### src/rtl/mem_access_ctrl.sv
// -----------------------------------------------------------------------------
// mem_access_ctrl
//
// Initiator-side memory interface unit for the LC-3b datapath. A load/store
// request from the control FSM is latched into MAR/MDR. The byte-addressed
// 16-bit memory is then driven over a fixed window of WAIT_CYCLES cycles. Load
// data (a word, or a sign-extended byte) is returned with a one-cycle done
// pulse.
//
// Optional feature macro: MEM_ALIGN_CHECK_EN
//   defined   : a word access to an odd address skips the memory window and
//               completes at once with err=1, rdata=0 and no write.
//   undefined : err is constant 0 and word accesses are aligned down
//               (MAR[0] forced to 0).
//
// Parameters
//   WAIT_CYCLES  cycles the memory address/data are held per access (>= 1)
//
// Ports
//   clk       in   system clock, rising edge
//   reset     in   synchronous active-high reset
//   req       in   request strobe, sampled only while ready=1
//   rw        in   1 = store, 0 = load
//   word      in   1 = 16-bit access, 0 = 8-bit access
//   addr      in   [15:0] byte address
//   wdata     in   [15:0] store data (byte stores use wdata[7:0])
//   ready     out  high only in IDLE
//   done      out  one-cycle completion pulse
//   err       out  one-cycle alignment-error pulse, coincident with done
//   rdata     out  [15:0] load result, held until the next completion
//   mem_addr  out  [15:0] memory address (MAR)
//   mem_din   out  [15:0] memory write data (MDR)
//   mem_we    out  memory write enable
//   mem_word  out  memory word/byte select (1 = word)
//   mem_dout  in   [15:0] memory read data ([7:0] = byte at address)
// -----------------------------------------------------------------------------
module mem_access_ctrl #(
  parameter int WAIT_CYCLES = 4
) (
  input  logic        clk,
  input  logic        reset,
  input  logic        req,
  input  logic        rw,
  input  logic        word,
  input  logic [15:0] addr,
  input  logic [15:0] wdata,
  output logic        ready,
  output logic        done,
  output logic        err,
  output logic [15:0] rdata,
  output logic [15:0] mem_addr,
  output logic [15:0] mem_din,
  output logic        mem_we,
  output logic        mem_word,
  input  logic [15:0] mem_dout
);

  localparam int CNT_W = (WAIT_CYCLES > 1) ? $clog2(WAIT_CYCLES) : 1;
  localparam logic [CNT_W-1:0] CNT_LOAD = CNT_W'(WAIT_CYCLES - 1);

  typedef enum logic [1:0] {
    IDLE   = 2'd0,
    ACCESS = 2'd1,
    DONE   = 2'd2
  } state_t;

  state_t           state;
  state_t           state_nxt;
  logic [15:0]      mar;
  logic [15:0]      mdr;
  logic             rw_q;
  logic             word_q;
  logic             err_q;
  logic [CNT_W-1:0] cnt;
  logic             accept;
  logic             last_access;
  logic             misalign;
  logic [15:0]      mar_in;

  // LDB semantics: the addressed byte always arrives on mem_dout[7:0]
  // whatever the address parity, so sign extension works from bit 7.
  function automatic logic [15:0] load_result(input logic       is_word,
                                              input logic [15:0] d);
    logic signed [7:0]  b;
    logic signed [15:0] bx;
    b  = d[7:0];
    bx = 16'(b);
    return is_word ? d : bx;
  endfunction

`ifdef MEM_ALIGN_CHECK_EN
  assign misalign = word & addr[0];
  assign mar_in   = addr;
`else
  assign misalign = 1'b0;
  assign mar_in   = word ? {addr[15:1], 1'b0} : addr;
`endif

  assign accept      = (state == IDLE) && req;
  assign last_access = (state == ACCESS) && (cnt == '0);

  // FSM state register
  always_ff @(posedge clk) begin
    if (reset) state <= IDLE;
    else       state <= state_nxt;
  end

  // FSM next-state logic
  always_comb begin
    state_nxt = state;
    case (state)
      IDLE:    if (req) state_nxt = misalign ? DONE : ACCESS;
      ACCESS:  if (cnt == '0) state_nxt = DONE;
      DONE:    state_nxt = IDLE;
      default: state_nxt = IDLE;
    endcase
  end

  // FSM outputs; mem_we is combinational so a store whose write cycle
  // coincides with reset is still presented to memory that cycle.
  always_comb begin
    ready  = 1'b0;
    done   = 1'b0;
    err    = 1'b0;
    mem_we = 1'b0;
    case (state)
      IDLE:   ready  = 1'b1;
      ACCESS: mem_we = last_access & rw_q;
      DONE: begin
        done = 1'b1;
        err  = err_q;
      end
      default: ready = 1'b0;
    endcase
  end

  // Request latch, wait counter and load capture
  always_ff @(posedge clk) begin
    if (reset) begin
      mar    <= '0;
      mdr    <= '0;
      rw_q   <= 1'b0;
      word_q <= 1'b0;
      err_q  <= 1'b0;
      cnt    <= '0;
      rdata  <= '0;
    end else if (accept) begin
      mar    <= mar_in;
      mdr    <= wdata;
      rw_q   <= rw;
      word_q <= word;
      err_q  <= misalign;
      cnt    <= CNT_LOAD;
      if (misalign) rdata <= '0;
    end else if (state == ACCESS) begin
      if (cnt != '0)  cnt   <= cnt - 1'b1;
      else if (!rw_q) rdata <= load_result(word_q, mem_dout);
    end
  end

  assign mem_addr = mar;
  assign mem_din  = mdr;
  assign mem_word = word_q;

endmodule

### config.mk
export PLATFORM = sky130hd
export DESIGN_NAME = mem_access_ctrl
export DESIGN_NICKNAME = d
export VERILOG_FILES = /design/src/rtl/mem_access_ctrl.sv
export SDC_FILE = /design/constraint.sdc
export NUM_CORES = 1
export LEC_CHECK = 0
export ABC_AREA = 1
export CORE_AREA = 2 2 76 78
export DETAILED_ROUTE_END_ITERATION = 12
export DIE_AREA = 0 0 78 80
export PLACE_DENSITY = 0.77
export SYNTH_ARGS = -nofsm -noshare
export SYNTH_HDL_FRONTEND = slang
export SYNTH_SLANG_ARGS = --single-unit
### constraint.sdc
create_clock -name clk -period 1.4 [get_ports clk]
set_clock_uncertainty 0.1 [all_clocks]
set_input_delay 0.28 -clock clk [delete_from_list [all_inputs] [get_ports clk]]
set_output_delay 0.28 -clock clk [all_outputs]
set_load 0.005 [all_outputs]
==> results of run 1 <==
[registers in the layout, indices dropped and copies added (netlist names)]
register	cells
mem_addr	16
mem_din	16
rdata	16
cnt	2
state	2
mem_word	1
rw_q	1
[logic make-up (layout without fill, tap and decap cells)]
logic type / after synthesis / in the layout / share of synthesized area [%]
adders and majority gates: 1 / 1 / 0.609
DFF: 54 / 54 / 52.6
AOI/OAI and AO/OA: 55 / 55 / 13.4
and+or+nand+nor: 128 / 129 / 25.1
other: 1 / 1 / 0.182
buffers and inverters: 28 / 149 / 8.16
[tightest hold or removal path: stages (launching register included)]
cell	delay, ns
dfxtp_2	0.33
nor2_1	0.04
nor2_1	0.07
[metrics by stage]
stage          power (uW)  setup slack, ns
3_5_place_dp         2750           -0.161
6_report             3960          -0.0766
2_1_floorplan        2200           0.0910
3_3_place_gp         2730           -0.168
5_1_grt              4170           -0.132
4_1_cts              3740           -0.103
[worst max path at each step]
stage	startpoint	endpoint	slack, ns	depth (start not counted)
floorplan	cnt[0]$_SDFFE_PP0P_	rdata[10]$_SDFFE_PP0P_	0.09	8
global placement	cnt[0]$_SDFFE_PP0P_	mem_we	-0.17	5
detailed placement	cnt[0]$_SDFFE_PP0P_	mem_we	-0.16	5
CTS	cnt[0]$_SDFFE_PP0P_	mem_we	-0.10	5
global route	cnt[0]$_SDFFE_PP0P_	mem_we	-0.13	5
finish	cnt[0]$_SDFFE_PP0P_	mem_we	-0.08	5
[routing by layer]
layer | wire [um] | part of all wire, %
met1 | 2490 | 42
met2 | 3100 | 52
met3 | 304 | 5.1
met4 | 58 | 0.97
met5 | 0 | 0
[cell usage in the layout (no fill, tap or decap), types with 3 or more instances in the layout]
cell	count
nor2_1	80
clkdlybuf4s50_1	52
dlygate4sd2_1	49
dfxtp_2	36
o21ai_2	24
nand2_1	20
o21ai_1	18
dfxtp_1	17
nor2_2	15
buf_4	10
o21ai_0	7
nor2_4	6
inv_1	6
clkbuf_8	6
buf_6	6
clkbuf_16	5
inv_2	4
a21oi_1	4
buf_2	3
buf_12	3
[layout make-up]
cell class              instances  area, um2
fillers                       473       1670
flip-flops and latches         54       1130
clock inverters                 1       30.0
well taps                      72       90.1
inverters                      12       62.6
clock buffers                   6       82.6
repair buffers                130       1320
multi-input cells             186       1020
[power by group through the flow]
stage	registers [uW]	clock network, uW	logic, uW
final	1790	1050	1120
after global routing	1820	1130	1220
after CTS	1780	1080	881
after detailed placement	1800	0	948
after global placement	1790	0	932
after floorplan	1810	0	393
[repair_timing]
item,CTS,global route
gates cloned,1,7
resized for setup,104,89
endpoints found under the hold margin,0,0
pin swaps,3,14
buffers inserted,0,2
endpoints found under the setup margin,70,47
==> out/metrics.cfg, run 1 <==
[run_status]
status=complete, but fails checks
violations=setup timing

[synth]
synth_area_per_cell_um2=7.70
synth-edff-count=0
ys_types=21
synth_area_mm2=0.00206
synthFlopType=dfxtp_1
synth_common_cells=nor2_1, dfxtp_1, o21ai_0
synth-async-reset-ratio_pct=0
yosys.area.top_type_share_pct=52.6
synth_most_common_cell=nor2_1
synthCells=267
ys_seq_area_share_pct=52.6
ys_seq_elements=54
synth_top_area_cell=dfxtp_1
synth_fp_nets=321
ys_top_cells_by_area=dfxtp_1, nor2_1, o21ai_0, o21ai_1, nand2_1
yosysWarnings=0

[job]
cap_violations=0

[global_route]
grt_pass1_vias=1864
overflow=0
grt_pass1_wl_mm=8.42
grt_busiest_layer=met2
use_met2_pct=29.0
antenna_found_initial=0
grtUsageMet1_pct=21.2
grt_use_total_pct=17.0
met3_usage_pct=3.51
grt_max_degree=25

[sta]
finalMaxSlewViolations=0
rsz0062_at_grt=yes
fin_ws_ns=-0.0766
setup_viol=7
min_period_ns=1.48
hold_viol=0
post-route-period-util_pct=105
fmax_ghz=0.677
tns_ns=-0.154
hold_ws_ns=0.369

[worst_setup_path]
arrival_ns=1.10
worstRegToRegCells=8
cp-start-kind=flip-flop
required_ns=1.02
path_buf_inv=2
cp_max_fo=2
ff2ff_setup_slack_ns=-0.03
cp_slowest_cell=dfxtp_2
crit_type=reg2out
worstPathCellList=inv_2 > ha_4 > nand2_2 > nor2_1 > buf_2
critPathTopFamily=flip-flops
slowest_delay_ns=0.33
crit_path_end_kind=output pin
r2r-start=state[1]$_SDFFE_PP0P_
rr_endpoint=cnt[1]$_SDFFE_PP0P_

[routing]
drt_wl_total_mm=5.95
drtIter0Drc=52
drt_first_pass_iters=6
vias=2109
vias_per_cell=4.57
drc=0
postRouteAntennaNets=0
wl_per_cell_um=12.9

[place]
placedInstanceArea_mm2=0.00323
gp_congestion=0.800
port_buffers=104
place_hpwl_mm=3.86
dpl.cell_count=444

[power_and_ir_drop]
switching_share_pct=26.9
vdd_drop_max_mv=0.561
p_int_uw=2900
seqPwrFrac_pct=45.3
power_frac_clock_pct=26.4
leakage_uw=0.00170
combPwrFrac_pct=28.3
p_per_area_mw_per_mm2=1060
switching_power_uw=1070

[clock_network]
root_buffer=clkbuf_8
cts_buffers=5
cts_max_level=2
ctsLongestPathBuffers=2
clk_latency_ns=0.30
path_clk_slew_ns=0.09
clock-sinks=54
hold_buffers=0
cts_tree=yes

[floorplan]
fp.coreArea_mm2=0.00541
fp.dieH_um=80
die_area_mm2=0.00624
start_util_pct=38.0
num_rows=27
fp.dieW_um=78
ios=106

[min_path]
hold_depth=2
hold_start=mem_addr[5]$_SDFFE_PP0P_
min_path_type=reg2reg
hold_end=mem_addr[5]$_SDFFE_PP0P_

[final_layout]
drive_gt1_share_pct=33.9
area_growth_pct=81.7
nets=443
final_util_pct=69.1
diodes=0
layoutNonFillerInstCount=461
fin_area_mm2=0.00373

(Power assumes the default switching activity.)
==> run 2, diff against run 1 <==
- PLACE_DENSITY: 0.77 -> not set
- PLACE_DENSITY_LB_ADDON: not set -> 0.12
==> run 2 against run 1 <==
  * Non-clock buffer count fell by 8
  * The flow still finishes with violations (setup timing)
  * Worst hold slack improved by 0.0035 ns
  * First-iteration DRC count increased by 19%
==> out/metrics.cfg, run 2 (same netlist as run 1, synthesis figures left out) <==
[worst_setup_path]
critPathTopFamily=flip-flops
required_ns=1.02  ; about the same
crit_path_end_kind=output pin
cp_max_fo=2  ; unchanged
crit_type=reg2out
path_buf_inv=2  ; unchanged
worstPathCellList=inv_2 > ha_4 > nand2_2 > nor2_1 > buf_2
slowest_delay_ns=0.33  ; about the same
cp_slowest_cell=dfxtp_2
cp-start-kind=flip-flop
arrival_ns=1.10  ; about the same

[routing]
postRouteAntennaNets=0  ; unchanged
drt_wl_total_mm=5.95  ; about the same
drc=0  ; unchanged
vias=2097  ; -0.57%
drtIter0Drc=62  ; +19%
wl_per_cell_um=13.1  ; +1.2%
drt_first_pass_iters=4  ; -2
vias_per_cell=4.60  ; +0.52%

[floorplan]
fp.dieW_um=78  ; unchanged
ios=106  ; unchanged
die_area_mm2=0.00624  ; unchanged
start_util_pct=38.0  ; unchanged
fp.coreArea_mm2=0.00541  ; unchanged
fp.dieH_um=80  ; unchanged
num_rows=27  ; unchanged

[global_route]
antenna_found_initial=0  ; unchanged
grt_pass1_vias=1911  ; +2.5%
overflow=0  ; unchanged
grt_pass1_wl_mm=8.91  ; +5.9%
grt_use_total_pct=18.2  ; +1.3 points
grt_max_degree=33  ; +32%

[min_path]
min_path_type=reg2reg

[final_layout]
drive_gt1_share_pct=24.2  ; -9.7 points
final_util_pct=64.5  ; -4.6 points
layout_commonest_cell=nor2_1
diodes=0  ; unchanged
layout_common_cells=nor2_1, clkdlybuf4s50_1, dlygate4sd2_1, dfxtp_2, o21ai_1
area_growth_pct=69.6
nets=437  ; -1.4%

[clock_network]
clk_latency_ns=0.31  ; about the same
cts_max_level=2  ; unchanged
ctsLongestPathBuffers=2  ; unchanged
clock-sinks=54  ; unchanged
path_clk_slew_ns=0.09  ; about the same
root_buffer=clkbuf_8
cts_buffers=5  ; unchanged
cts_tree=yes
hold_buffers=0  ; unchanged

[job]
cap_violations=0  ; unchanged

[power_and_ir_drop]
vdd_drop_max_mv=0.523  ; -6.8%
leakage_uw=0.00162  ; -4.8%
p_per_area_mw_per_mm2=1090  ; +2.8%
total_power_uw=3800  ; -4.1%

[run_status]
violations=setup timing
status=complete, but fails checks

[sta]
tns_ns=-0.284  ; -0.130 ns
finalMaxSlewViolations=0  ; unchanged
min_period_ns=1.48  ; +0.00302 ns
rsz0062_at_grt=yes
fin_ws_ns=-0.0796  ; -0.00302 ns
setup_viol=5  ; -2
post-route-period-util_pct=106  ; +0.22 points
hold_viol=0  ; unchanged
fmax_ghz=0.676  ; -0.20%

[place]
place_hpwl_mm=3.75  ; -2.8%
port_buffers=104  ; unchanged
gp_congestion=0.801  ; +0.13%

[run 2: cell count changes in the layout (fill, tap and decap cells not counted), moves of 3 or more]
cell and change:
nor2_1 +16, o21ai_0 +8, nor2_2 -14, o21ai_2 -15, o21ai_1 +8, clkbuf_16 -3
buf_6 -5
[run 2: per-stage QoR]
step	hold WS (ns)	instances	worst slack, ns	cell area (um2)
finish	0.372	456	-0.0796	3490
global route	0.392	456	-0.132	3490
CTS	0.377	451	-0.159	3320
detailed placement	0.371	440	-0.176	3200
global placement	0.360	440	-0.151	3200
floorplan	0.249	267	0.0910	2060
[run 2: area by class of cell]
cell class | count | area, um2
clock buffers | 7 | 76.3
clock inverters | 1 | 30.0
fillers | 524 | 1920
inverters | 12 | 60.1
multi-input cells | 187 | 915
flip-flops and latches | 54 | 1130
well taps | 72 | 90.1
repair buffers | 122 | 1180
repair inverters | 1 | 11.3
[run 2: metal layers]
layer	vias to the layer above	GRT usage (%)	routed length [um]
li1	1074	-	-
met1	943	21.0	2450
met2	70	33.1	3090
met3	10	4.07	323
met4	0	6.67	89
met5	-	0	0
[run 2: report_power, final]
part	total, uW	switching, uW	leakage (uW)	internal [uW]
Combinational	995	470	0.00110	525
Sequential	1780	73.9	0.000459	1710
Clock	1030	492	0.0000524	536
[run 2: worst paths after layout]
kind	slack [ns]	startpoint	endpoint	cells past startpoint
max	-0.08	cnt[0]$_SDFFE_PP0P_	mem_we	5
min	0.37	rdata[11]$_SDFFE_PP0P_	rdata[11]$_SDFFE_PP0P_	2
max reg2reg	-0.06	cnt[0]$_SDFFE_PP0P_	rdata[1]$_SDFFE_PP0P_	8
min reg2reg	0.37	rdata[11]$_SDFFE_PP0P_	rdata[11]$_SDFFE_PP0P_	2
[run 2: timing repair]
action	in CTS	in global routing
setup endpoints to repair	68	25
gates resized for setup	101	43
cloned	1	4
buffers inserted	2	1
pin swaps	4	7
[run 2: worst register-to-register path: stages (launching register included)]
cell and delay (ns):
dfxtp_2 0.33, inv_2 0.07, ha_4 0.14, inv_1 0.07
nor2_4 0.22, buf_4 0.17, nand2_4 0.06, o21ai_0 0.15
nor2_1 0.05
==> run 3, diff against run 2 <==
- CTS_CLUSTER_DIAMETER: not set -> 150
- PLACE_DENSITY: not set -> 0.84
- PLACE_DENSITY_LB_ADDON: 0.12 -> not set
- SKIP_CTS_REPAIR_TIMING: not set -> 1
==> run 3 against run 2 <==
  * The flow still finishes with violations (setup timing)
  * First-iteration DRC count rose by 9.7%
  * Total power fell by 2.8%
  * Clock power fell by 23%
  * Global-route usage shrank 1.5 points
  * Sequential cell count unchanged
  * Sequential power about the same
  * Cell area up 5.9%
  * Sequential share of layout area fell by 1.9 points
==> out/metrics.cfg, run 3 (same netlist as run 1, synthesis figures left out) <==
[clock_network]
clk_latency_ns=0.29  ; -0.02 ns
path_clk_slew_ns=0.09  ; about the same
cts_tree=yes
cts_max_level=2  ; unchanged
ctsLongestPathBuffers=2  ; unchanged
clock-sinks=54  ; unchanged
cts_buffers=5  ; unchanged
root_buffer=clkbuf_8

[global_route]
grt_use_total_pct=16.7  ; -1.5 points
overflow=0  ; unchanged
grt_max_degree=30  ; -9.1%
use_met2_pct=30.6  ; -2.5 points
grt_busiest_layer=met2
antenna_found_initial=0  ; unchanged
grtUsageMet1_pct=18.9  ; -2.0 points
grt_pass1_wl_mm=8.34  ; -6.4%
met3_usage_pct=5.09  ; +1.0 points
grt_pass1_vias=1872  ; -2.0%

[worst_setup_path]
worstRegToRegCells=9  ; +1
cp-start-kind=flip-flop
rr_endpoint=rdata[12]$_SDFFE_PP0P_
worstSetupStartpoint=cnt[0]$_SDFFE_PP0P_
r2r-start=cnt[0]$_SDFFE_PP0P_
arrival_ns=1.17  ; +0.07 ns
required_ns=1.02  ; about the same
crit_path_end_kind=output pin
ff2ff_setup_slack_ns=-0.04  ; +0.02 ns
crit_type=reg2out
cp_max_fo=2  ; unchanged
worstSetupEndpoint=mem_we

[floorplan]
ios=106  ; unchanged
num_rows=27  ; unchanged
start_util_pct=38.0  ; unchanged
fp.coreArea_mm2=0.00541  ; unchanged
fp.dieW_um=78  ; unchanged
die_area_mm2=0.00624  ; unchanged
fp.dieH_um=80  ; unchanged

[final_layout]
nets=439  ; +0.46%
n_fill_cell=444  ; -15%
fin_area_mm2=0.00369  ; +5.9%
diodes=0  ; unchanged
layout_common_cells=nor2_1, clkdlybuf4s50_1, dlymetal6s2s_1, dfxtp_2, o21ai_1
layout_commonest_cell=nor2_1
drive_gt1_share_pct=25.5  ; +1.2 points
area_growth_pct=79.6
layoutNonFillerInstCount=457  ; +0.22%

[sta]
fmax_ghz=0.645  ; -4.5%
fin_ws_ns=-0.150  ; -0.0705 ns
hold_viol=0  ; unchanged
post-route-period-util_pct=111  ; +5.0 points
setup_viol=16  ; +11
min_period_ns=1.55  ; +0.0705 ns
rsz0062_at_grt=yes
finalMaxSlewViolations=0  ; unchanged

[power_and_ir_drop]
p_per_area_mw_per_mm2=1000  ; -8.2%
leakage_uw=0.00220  ; +36%
vdd_drop_max_mv=0.636  ; +22%

[place]
dpl.cell_count=441  ; +0.23%
place_hpwl_mm=3.90  ; +3.9%
gp_congestion=0.753  ; -6.0%
placedInstanceArea_mm2=0.00321  ; +0.23%
port_buffers=104  ; unchanged

[routing]
vias=2096  ; -0.048%
vias_per_cell=4.59  ; -0.27%
drt_wl_total_mm=6.16  ; +3.5%
wl_per_cell_um=13.5  ; +3.3%
drt_first_pass_iters=4  ; unchanged
drc=0  ; unchanged
postRouteAntennaNets=0  ; unchanged
drtIter0Drc=68  ; +9.7%

[run_status]
status=complete, but fails checks
violations=setup timing

[job]
cap_violations=0  ; unchanged

[min_path]
min_path_type=reg2reg

run 3: changes by cell type in the layout (fill, tap and decap cells not counted), moves of 2 or more:
cell            previous run  this run
o21ai_1                   26        23
buf_6                      1         4
o21ai_0                   15        17
dfxtp_1                   18        20
inv_1                      6         4
clkbuf_2                   0         2
buf_2                      3         1
nor2_1                    96        94
dfxtp_2                   35        33
dlygate4sd2_1             49         0
dlymetal6s2s_1             0        49
run 3: how the worst min path moves through the flow:
stage,start,to,slack (ns),cells after the start
finish,mem_addr[0]$_SDFFE_PP0P_,mem_addr[0]$_SDFFE_PP0P_,0.36,2
CTS,mem_addr[0]$_SDFFE_PP0P_,mem_addr[0]$_SDFFE_PP0P_,0.37,2
detailed placement,mem_addr[0]$_SDFFE_PP0P_,mem_addr[0]$_SDFFE_PP0P_,0.35,2
global placement,mem_addr[0]$_SDFFE_PP0P_,mem_addr[0]$_SDFFE_PP0P_,0.35,2
floorplan,reset,cnt[1]$_SDFFE_PP0P_,0.25,1
global route,mem_addr[0]$_SDFFE_PP0P_,mem_addr[0]$_SDFFE_PP0P_,0.40,2
run 3: area by class of cell:
class	count	area [um2]	share of cell area, %
clock buffers	7	76.3	2.07
inverters	12	62.6	1.69
multi-input cells	187	945	25.6
flip-flops and latches	54	1130	30.5
well taps	72	90.1	2.44
repair buffers	124	1380	37.4
repair inverters	1	11.3	0.305
run 3: worst max-delay path: stages, from the launching register on:
cell and delay [ns]:
dfxtp_2 0.33, inv_2 0.07, ha_4 0.15, nand2_2 0.08, nor2_2 0.12, buf_2 0.12
run 3: per-stage QoR:
stage	setup slack, ns	setup TNS (ns)	total power (uW)	util, %	hold WS [ns]
6_report	-0.150	-0.440	3700	68.3	0.360
4_1_cts	-0.535	-8.19	3530	60.8	0.369
3_3_place_gp	-0.142	-3.70	2710	59.4	0.355
2_1_floorplan	0.0910	0	2200	-	0.249
3_5_place_dp	-0.181	-5.31	2750	59.4	0.354
5_1_grt	-0.192	-1.49	3920	68.3	0.396
run 3: where the power goes:
group / internal, uW / total [uW] / switching (uW)
Clock: 345 / 790 / 445
Combinational: 622 / 1120 / 500
Sequential: 1710 / 1790 / 79.4
run 3: metal layers:
layer,share of wire [%],wire length [um]
met5,0,0
met4,0.37,23
met3,5.9,362
met2,53,3290
met1,40,2490
